`config.mk`:
```
export PLATFORM = sky130hd
export DESIGN_NAME = ltl_report_sequencer
export DESIGN_NICKNAME = d
export VERILOG_FILES = /design/src/rtl/ltl_report_sequencer_pkg.sv /design/src/rtl/ltl_report_fifo.sv /design/src/rtl/ltl_report_sequencer.sv
export SDC_FILE = /design/constraint.sdc
export NUM_CORES = 1
export LEC_CHECK = 0
export CORE_MARGIN = 8
export CORE_UTILIZATION = 65
export DETAILED_ROUTE_END_ITERATION = 10
export PLACE_DENSITY = 0.84
export SETUP_SLACK_MARGIN = 0.2
export SLEW_MARGIN = 10
export SYNTH_ARGS = -nofsm -noshare
export SYNTH_HDL_FRONTEND = slang
export SYNTH_SLANG_ARGS = --single-unit
```
`constraint.sdc`:
```
create_clock -name clk -period 10.55 [get_ports clk]
set_input_delay 1.055 -clock clk [delete_from_list [all_inputs] [get_ports clk]]
set_output_delay 1.055 -clock clk [all_outputs]
set_load 0.005 [all_outputs]
```
`src/rtl/ltl_report_sequencer_pkg.sv`:
```
// Shared types and default sizing for the LTL report sequencer and its entry FIFO.
package ltl_report_sequencer_pkg;

  localparam int NUM_REPORTS_DEF = 40;
  localparam int ID_W_DEF        = 6;
  localparam int OFF_W_DEF       = 32;
  localparam int DEPTH_DEF       = 8;

  typedef enum logic [1:0] {
    IDLE   = 2'd0,
    RST    = 2'd1,
    STREAM = 2'd2,
    DRAIN  = 2'd3
  } seq_state_t;

  typedef struct packed {
    logic [NUM_REPORTS_DEF-1:0] vec;
    logic [OFF_W_DEF-1:0]       off;
  } rpt_entry_t;

endpackage

```
`src/rtl/ltl_report_fifo.sv`:
```
// Synchronous entry FIFO; simultaneous push and pop is legal at any occupancy.
module ltl_report_fifo
  import ltl_report_sequencer_pkg::*;
#(
  parameter int WIDTH = NUM_REPORTS_DEF + OFF_W_DEF,
  parameter int DEPTH = DEPTH_DEF
) (
  input  logic                     clk,
  input  logic                     reset,
  input  logic                     push,
  input  logic [WIDTH-1:0]         din,
  input  logic                     pop,
  output logic [WIDTH-1:0]         dout,
  output logic [$clog2(DEPTH):0]   count,
  output logic                     full,
  output logic                     empty
);

  localparam int AW = $clog2(DEPTH);
  localparam int CW = AW + 1;

  logic [WIDTH-1:0] mem [DEPTH];
  logic [AW-1:0]    wr_ptr;
  logic [AW-1:0]    rd_ptr;
  logic             do_push;
  logic             do_pop;

  assign empty   = (count == '0);
  assign full    = (count == CW'(DEPTH));
  assign do_pop  = pop && !empty;
  assign do_push = push && (!full || do_pop);
  assign dout    = mem[rd_ptr];

  always_ff @(posedge clk or negedge reset) begin
    if (!reset) begin
      wr_ptr <= '0;
      rd_ptr <= '0;
      count  <= '0;
    end else begin
      if (do_push) wr_ptr <= wr_ptr + AW'(1);
      if (do_pop)  rd_ptr <= rd_ptr + AW'(1);
      count <= count + CW'(do_push) - CW'(do_pop);
    end
  end

  always_ff @(posedge clk) begin
    if (do_push) mem[wr_ptr] <= din;
  end

endmodule

```
`src/rtl/ltl_report_sequencer.sv`:
```
// Sequences one LTL automata stage per session and serializes its non-zero report vectors.
// IDLE: wait for start | RST: stage reset, clear offset | STREAM: feed symbols | DRAIN: flush reports
module ltl_report_sequencer
  import ltl_report_sequencer_pkg::*;
#(
  parameter int NUM_REPORTS = NUM_REPORTS_DEF,
  parameter int ID_W        = ID_W_DEF,
  parameter int OFF_W       = OFF_W_DEF,
  parameter int DEPTH       = DEPTH_DEF
) (
  input  logic                   clk,
  input  logic                   reset,
  input  logic                   start,
  input  logic                   in_valid,
  output logic                   in_ready,
  input  logic [7:0]             in_symbol,
  input  logic                   in_last,
  output logic                   stage_run,
  output logic                   stage_reset,
  output logic [7:0]             stage_symbols,
  input  logic [NUM_REPORTS-1:0] rpt_in,
  output logic                   rpt_valid,
  input  logic                   rpt_ready,
  output logic [ID_W-1:0]        rpt_id,
  output logic [OFF_W-1:0]       rpt_offset,
  output logic                   busy,
  output logic                   done
);

  localparam int CW = $clog2(DEPTH) + 1;
  localparam int OW = CW + 1;

  typedef struct packed {
    logic [NUM_REPORTS-1:0] vec;
    logic [OFF_W-1:0]       off;
  } entry_t;

  seq_state_t state, state_nxt;

  logic                   accept;
  logic                   inflight;
  logic                   drained;
  logic                   hs;
  logic                   fifo_push;
  logic                   fifo_pop;
  logic                   fifo_full;
  logic                   fifo_empty;
  logic [CW-1:0]          fifo_count;
  logic [OW-1:0]          occupancy;
  logic [OFF_W-1:0]       off_cnt;
  logic [OFF_W-1:0]       cap_off;
  logic [OFF_W-1:0]       work_off;
  logic [NUM_REPORTS-1:0] work_vec;
  logic [NUM_REPORTS-1:0] rest_vec;
  entry_t                 push_entry;
  entry_t                 head;

  // A symbol in flight still owes one FIFO slot, so it counts toward occupancy.
  assign occupancy = {1'b0, fifo_count} + OW'(inflight);
  assign accept    = stage_run;
  assign drained   = !inflight && fifo_empty && !rpt_valid;

  always_ff @(posedge clk or negedge reset) begin
    if (!reset) state <= IDLE;
    else        state <= state_nxt;
  end

  always_comb begin
    state_nxt = state;
    case (state)
      IDLE:    if (start) state_nxt = RST;
      RST:     state_nxt = STREAM;
      STREAM:  if (accept && in_last) state_nxt = DRAIN;
      DRAIN:   if (drained) state_nxt = IDLE;
      default: state_nxt = IDLE;
    endcase
  end

  always_comb begin
    in_ready      = 1'b0;
    stage_run     = 1'b0;
    stage_reset   = 1'b0;
    stage_symbols = '0;
    done          = 1'b0;
    busy          = (state != IDLE);
    case (state)
      RST:    stage_reset = 1'b1;
      STREAM: begin
        in_ready      = (occupancy <= OW'(DEPTH - 2)) && !fifo_full;
        stage_run     = in_valid && in_ready;
        stage_symbols = stage_run ? in_symbol : 8'h00;
      end
      DRAIN:  done = drained;
      default: ;
    endcase
  end

  always_ff @(posedge clk or negedge reset) begin
    if (!reset) begin
      off_cnt  <= '0;
      cap_off  <= '0;
      inflight <= 1'b0;
    end else begin
      inflight <= accept;
      if (accept) cap_off <= off_cnt;
      if (state == RST)  off_cnt <= '0;
      else if (accept)   off_cnt <= off_cnt + OFF_W'(1);
    end
  end

  assign fifo_push  = inflight && (rpt_in != '0);
  assign push_entry = '{vec: rpt_in, off: cap_off};

  ltl_report_fifo #(
    .WIDTH ($bits(entry_t)),
    .DEPTH (DEPTH)
  ) u_fifo (
    .clk   (clk),
    .reset (reset),
    .push  (fifo_push),
    .din   (push_entry),
    .pop   (fifo_pop),
    .dout  (head),
    .count (fifo_count),
    .full  (fifo_full),
    .empty (fifo_empty)
  );

  // Clearing the lowest set bit is vec & (vec-1); the next entry loads as soon as nothing remains.
  assign rpt_valid = (work_vec != '0);
  assign hs        = rpt_valid && rpt_ready;
  assign rest_vec  = hs ? (work_vec & (work_vec - NUM_REPORTS'(1))) : work_vec;
  assign fifo_pop  = (rest_vec == '0) && !fifo_empty;

  always_ff @(posedge clk or negedge reset) begin
    if (!reset) begin
      work_vec <= '0;
      work_off <= '0;
    end else if (fifo_pop) begin
      work_vec <= head.vec;
      work_off <= head.off;
    end else begin
      work_vec <= rest_vec;
    end
  end

  always_comb begin
    rpt_id = '0;
    for (int i = NUM_REPORTS - 1; i >= 0; i--) begin
      if (work_vec[i]) rpt_id = ID_W'(i);
    end
  end

  assign rpt_offset = work_off;

endmodule

```
==> impl_metrics.yaml, run 1 <==
status:
  status: "completed"
logic_synthesis:
  postSynthCellCount: 1570
  synth_top_area_cell: "edfxtp_1"
  async_flop_share_pct: 20.6
  yosysMostFrequentCell: "edfxtp_1"
  postSynthAreaPerCell_um2: 18.3
  yosysWarnings: 0
  synth-edff-count: 576
  synthTopCellsByCount: "576 x edfxtp_1, 149 x dfrtp_1, 144 x mux4_2"
  yosysSeqAreaShare_pct: 73.0
  netlist.area_leader.share_pct: 60.1
  synth_area_leaders: "edfxtp_1 60%, dfrtp_1 13%, mux4_2 11%"
  synth-seq-cells: 725
  syn_nets: 1643
  ys.flop_type: "edfxtp_1"
  synth_cell_types: 65
  syn-cell-area_um2: 28800
power_and_ir_drop:
  pwr-share-comb_pct: 28.6
  pwr-share-clk_pct: 29.5
  seqPwrFrac_pct: 41.8
  switching_share_pct: 31.4
  p_per_area_nw_per_um2: 260
  peakVddDrop_mv: 0.205
  static-leakage-power_nw: 11.4
  p_int_mw: 5.85
  power_switching_mw: 2.68
grt:
  grt_pass1_wl_mm: 106
  grtUsageMet2_pct: 47.4
  grtUsageMet1_pct: 37.3
  busiest_layer: "met2"
  gr-usage-met3_pct: 5.04
  grt_max_degree: 105
  grt_pass1_vias: 16600
  overflow: 0
  grtUsageTotal_pct: 28.1
  antenna_found_initial: 2
worst_setup_path:
  worst-endpoint-arrival_ps: 6040
  rr_worst_depth: 11
  end_kind: "register"
  critPathKind: "in -> reg"
  worstPathMaxFanout: 38
  start_kind: "input pin"
  required_ps: 10760
place:
  io_buffers: 105
  dp_cells: 2215
  pre_cts_slack_ps: 4350
  dp_hpwl_mm: 37.5
  gp_congestion: 0.915
cts:
  cts_tree: "built"
  cts_buffer_depth: 3
  clk_pin_slew_ps: 60
  root_buffer: "clkbuf_16"
  insertion_delay_ps: 590
  cts-htree-levels: 3
  cts_hold_buf: 0
  cts.sinks: 725
  post_cts.repair.setup_buffers: 0
  cts-buffers-inserted: 69
  cts_resized: 0
floorplan:
  pin_count: 106
  initial_utilization_pct: 65.5
  dieHeight_um: 226
  row_count: 77
  fp.dieW_um: 226
  dieArea_um2: 51300
  fp.coreArea_um2: 43900
sta:
  finalCriticalPeriod_ps: 5830
  fin_crit_sh_pct: 55.3
  final_max_slew_viol_count: 0
  setup_ws_ps: 4720
  slew_headroom_pct: 22.6
  hold_viol: 0
  rsz0062_at_grt: "false"
  worstMarginPinSlew_ps: 1160
  max_freq_mhz: 172
  setup_violations: 0
  skew_ps: 20.8
  hold_ws_ps: 490
  tns_ps: 0
finish:
  fin_cells: 2342
  postLayoutCoreUtil_pct: 74.7
  final_nets: 1767
  drive_above_1_share_pct: 19.2
  syn_to_final_growth_pct: 13.9
detailed_routing:
  ant_nets: 0
  drc_errors: 0
  viasPerCell: 6.82
  drt_pass1_iterations: 5
  num_vias: 16000
  drt_first_iter_violations: 1955
  wl_mm: 70.9
  wl_per_cell_um: 30.3
min_path:
  holdPathStages: 2
  hold_class: "reg -> reg"
flow_run:
  cap_violations: 0
[stage by stage]
step | total power [mW] | instance area [µm²]
5_1_grt | 8.83 | 32800
6_report | 8.53 | 32800
2_1_floorplan | 5.07 | 28800
4_1_cts | 8.54 | 32800
3_3_place_gp | 5.91 | 30500
3_5_place_dp | 5.95 | 30500
[power by group through the flow]
| stage | Clock [mW] | Combinational [mW] | Sequential (mW) |
|---|---|---|---|
| 2_1_floorplan | 0 | 1.62 | 3.44 |
| 3_3_place_gp | 0 | 2.33 | 3.59 |
| 3_5_place_dp | 0 | 2.35 | 3.60 |
| 4_1_cts | 2.53 | 2.44 | 3.56 |
| 5_1_grt | 2.63 | 2.60 | 3.59 |
| 6_report | 2.52 | 2.44 | 3.57 |
[sequential cells by signal (all words and copies together), names as in the netlist]
register       flops
u_fifo.rd_ptr      3
work_vec          40
u_fifo.mem       576
state              2
u_fifo.count       4
rpt_offset        32
inflight           1
cap_off           32
off_cnt           32
u_fifo.wr_ptr      3
[path summary, 6_finish.rpt]
check / startpoint / end / slack (ps)
setup / recovery: rpt_ready / u_fifo.mem[5][54]$_DFFE_PP_ / 4720
hold / removal: rpt_offset[22]$_DFFE_PN0P_ / rpt_offset[22]$_DFFE_PN0P_ / 490
setup reg to reg: work_vec[8]$_DFF_PN0_ / u_fifo.mem[5][54]$_DFFE_PP_ / 4950
hold reg to reg: rpt_offset[22]$_DFFE_PN0P_ / rpt_offset[22]$_DFFE_PN0P_ / 490
max in group asynchronous: reset / u_fifo.rd_ptr[2]$_DFFE_PN0P_ / 8580
min in group asynchronous: reset / off_cnt[27]$_DFFE_PN0P_ / 600
[cell families after synthesis]
| logic type | Yosys count | synth area share, % |
|---|---|---|
| adders and majority gates | 19 | 0.852 |
| DFF | 725 | 73.0 |
| muxes | 251 | 15.1 |
| xor gates and xnor gates | 32 | 0.974 |
| AOI/OAI and AO/OA | 170 | 3.53 |
| buffers and inverters | 95 | 1.33 |
| and+or+nand+nor | 278 | 5.14 |
[metal layers]
| metal | wire length, µm | vias up |
|---|---|---|
| li1 | - | 6528 |
| met1 | 26700 | 8302 |
| met2 | 36200 | 984 |
| met3 | 5890 | 165 |
| met4 | 2070 | 4 |
| met5 | 25 | - |
[placed cells by master (no fill, tap or decap), types with 14 or more instances in the layout]
cell type,instances
edfxtp_1,576
nand3_1,17
nor2_1,62
nand4_1,17
dfrtp_1,146
nor4_1,24
nor3_1,14
clkbuf_16,73
nand2_1,74
mux2i_1,73
xor2_1,23
mux2_2,34
a21oi_1,24
inv_1,23
clkdlybuf4s50_1,104
buf_4,18
o21ai_0,99
mux4_2,144
ha_1,18
[cell type report]
type / count / area [µm²]
sequential: 725 / 21000
fill: 2375 / 11100
multi-input combinational: 750 / 7420
clock buffer: 96 / 2010
timing repair buffer: 124 / 1210
tap: 592 / 741
clock inverter: 28 / 278
inverter: 24 / 91.3
antenna: 3 / 7.51
[worst max-delay path, cell delays in order]
cell,delay [ps]
clkdlybuf4s50_1,640
or3b_1,520
nor3_4,330
o21ai_0,260
o21ai_0,350
nand4_1,150
nor4_1,660
nand4_4,210
clkinv_2,160
o21a_4,240
and4b_4,810
buf_4,610
Note: power is estimated with default switching activity, not from simulation.
==> run 2, diff against run 1 <==
--- a/config.mk
+++ b/config.mk
@@ -6,9 +6,9 @@
 export NUM_CORES = 1
 export LEC_CHECK = 0
 export CORE_MARGIN = 8
-export CORE_UTILIZATION = 65
+export CORE_UTILIZATION = 61
 export DETAILED_ROUTE_END_ITERATION = 10
-export PLACE_DENSITY = 0.84
+export PLACE_DENSITY = 0.8
 export SETUP_SLACK_MARGIN = 0.2
 export SLEW_MARGIN = 10
 export SYNTH_ARGS = -nofsm -noshare
==> constraint.sdc (replaced) <==
create_clock -name clk -period 5.5 [get_ports clk]
set_input_delay 0.55 -clock clk [delete_from_list [all_inputs] [get_ports clk]]
set_output_delay 0.55 -clock clk [all_outputs]
set_load 0.005 [all_outputs]
==> run 2 against run 1 <==
Compared with the run above:
- die area increased by 6.1%
- worst setup slack got worse by 4000 ps
- sequential share of layout area shrank 0.58 points
- sequential cell count is the same
- register-to-register slack got worse by 4200 ps
- critical path depth down 1
- worst hold slack worse by 410 ps
==> impl_metrics.yaml, run 2 (same netlist as run 1, synthesis figures left out) <==
status:
  status: "completed"
worst_setup_path:
  r2r_slack_ps: 730
  required_ps: 5790
  r2r-end: "u_fifo.mem[6][5]$_DFFE_PP_"
  startpoint: "work_vec[12]$_DFF_PN0_"
  start_kind: "register"
  rr_startpoint: "work_vec[12]$_DFF_PN0_"
  worst-endpoint-arrival_ps: 5050
  rr_worst_depth: 11
  crit_end: "u_fifo.mem[6][5]$_DFFE_PP_"
  end_kind: "register"
  worstPathMaxFanout: 29
  critPathKind: "reg -> reg"
floorplan:
  fp.coreArea_um2: 46600
  initial_utilization_pct: 61.8
  fp.dieW_um: 233
  row_count: 79
  dieHeight_um: 233
  dieArea_um2: 54400
  pin_count: 106
sta:
  slew_headroom_pct: 22.2
  setup_violations: 0
  fin_crit_sh_pct: 86.6
  skew_ps: 24.5
  max_freq_mhz: 210
  hold_viol: 0
  worstMarginPinSlew_ps: 1170
  rsz0062_at_grt: "false"
  finalCriticalPeriod_ps: 4770
  final_max_slew_viol_count: 0
  tns_ps: 0
detailed_routing:
  num_vias: 15300
  drt_first_iter_violations: 1479
  ant_nets: 0
  wl_mm: 63.8
  drt_pass1_iterations: 5
  drc_errors: 0
  viasPerCell: 6.46
  wl_per_cell_um: 26.9
flow_run:
  cap_violations: 0
place:
  dp_hpwl_mm: 36.6
  gp_congestion: 0.882
  io_buffers: 105
cts:
  clk_pin_slew_ps: 60
  cts_buffer_depth: 3
  cts.sinks: 725
  cts_tree: "built"
  cts_hold_buf: 0
  insertion_delay_ps: 610
  cts_resized: 0
  post_cts.repair.setup_buffers: 0
  cts-buffers-inserted: 72
  cts-htree-levels: 3
  root_buffer: "clkbuf_16"
finish:
  drive_above_1_share_pct: 20.1
  final_nets: 1780
  multi_input_area_um2: 7420
  postLayoutCoreUtil_pct: 71.1
  largest_reg_flops: 576
  most-common-layout-cells: "576 x edfxtp_1, 146 x dfrtp_1, 144 x mux4_2"
  n_antenna_cell: 0
  ff_latch_area_um2: 21000
  syn_to_final_growth_pct: 15.0
  top_register: "u_fifo.mem"
  final_common_cell: "edfxtp_1"
  nFillCells: 2697
  reg_top3: "u_fifo.mem: 576 flops, work_vec: 40 flops"
grt:
  grt_max_degree: 106
  grt_pass1_vias: 16000
  grt_pass1_wl_mm: 97.7
  antenna_found_initial: 1
  overflow: 0
  grtUsageTotal_pct: 24.1
power_and_ir_drop:
  peakVddDrop_mv: 0.586
  p_per_area_nw_per_um2: 489
  static-leakage-power_nw: 11.5
min_path:
  hold_class: "in -> async"
==> run 2: cell count changes in the layout (fill, tap and decap cells not counted) <==
cell,change
buf_12,+14
buf_4,-4
clkbuf_1,+3
clkbuf_16,-1
clkbuf_8,-3
clkinv_1,-4
clkinv_2,+9
clkinv_4,-5
clkinv_8,+3
clkinvlp_4,+2
diode_2,-3
inv_6,+5
==> run 2: stage by stage <==
stage	setup WS [ps]	power, mW	area, µm²	instances	hold WS (ps)
floorplan	808	9.71	28800	1570	254
global placement	609	11.4	30800	2240	462
detailed placement	500	11.4	30800	2240	471
CTS	736	16.3	33100	2373	109
global route	558	16.9	33100	2373	183
finish	735	16.2	33100	2373	83.0
==> run 2: final cells by class <==
cell class,count,area share [%]
tap,607,2.29
timing repair buffer,134,4.40
clock inverter,38,1.12
sequential,725,63.6
clock buffer,95,5.92
multi-input combinational,750,22.4
inverter,24,0.276
==> run 2: worst min-delay path by stage <==
stage / to / from
after floorplan: cap_off[0]$_DFFE_PN0P_ / reset
after global placement: rpt_offset[11]$_DFFE_PN0P_ / rpt_offset[11]$_DFFE_PN0P_
after detailed placement: rpt_offset[31]$_DFFE_PN0P_ / rpt_offset[31]$_DFFE_PN0P_
after CTS: off_cnt[19]$_DFFE_PN0P_ / reset
after global routing: off_cnt[26]$_DFFE_PN0P_ / reset
final: off_cnt[23]$_DFFE_PN0P_ / reset
==> run 2: metal layers <==
| metal | track usage, % | share of wire (%) |
|---|---|---|
| met1 | 32.6 | 40 |
| met2 | 39.7 | 51 |
| met3 | 4.83 | 7.3 |
| met4 | 7.25 | 2.3 |
| met5 | 0 | 0.020 |
==> run 2: where the power goes <==
part,internal (mW),switching (mW)
Clock,2.77,2.04
Sequential,6.28,0.604
Combinational,2.15,2.33
==> run 2: worst max-delay path, cell delays in order, from the launching register on <==
cell and delay [ps]:
dfrtp_1 480, or4_1 660, nor4_2 440, nand3_2 270, o41ai_2 380, nand4_1 180, nor4_1 630, nand4_4 200
clkinv_2 150, o21a_4 220, and4b_4 540, buf_12 280
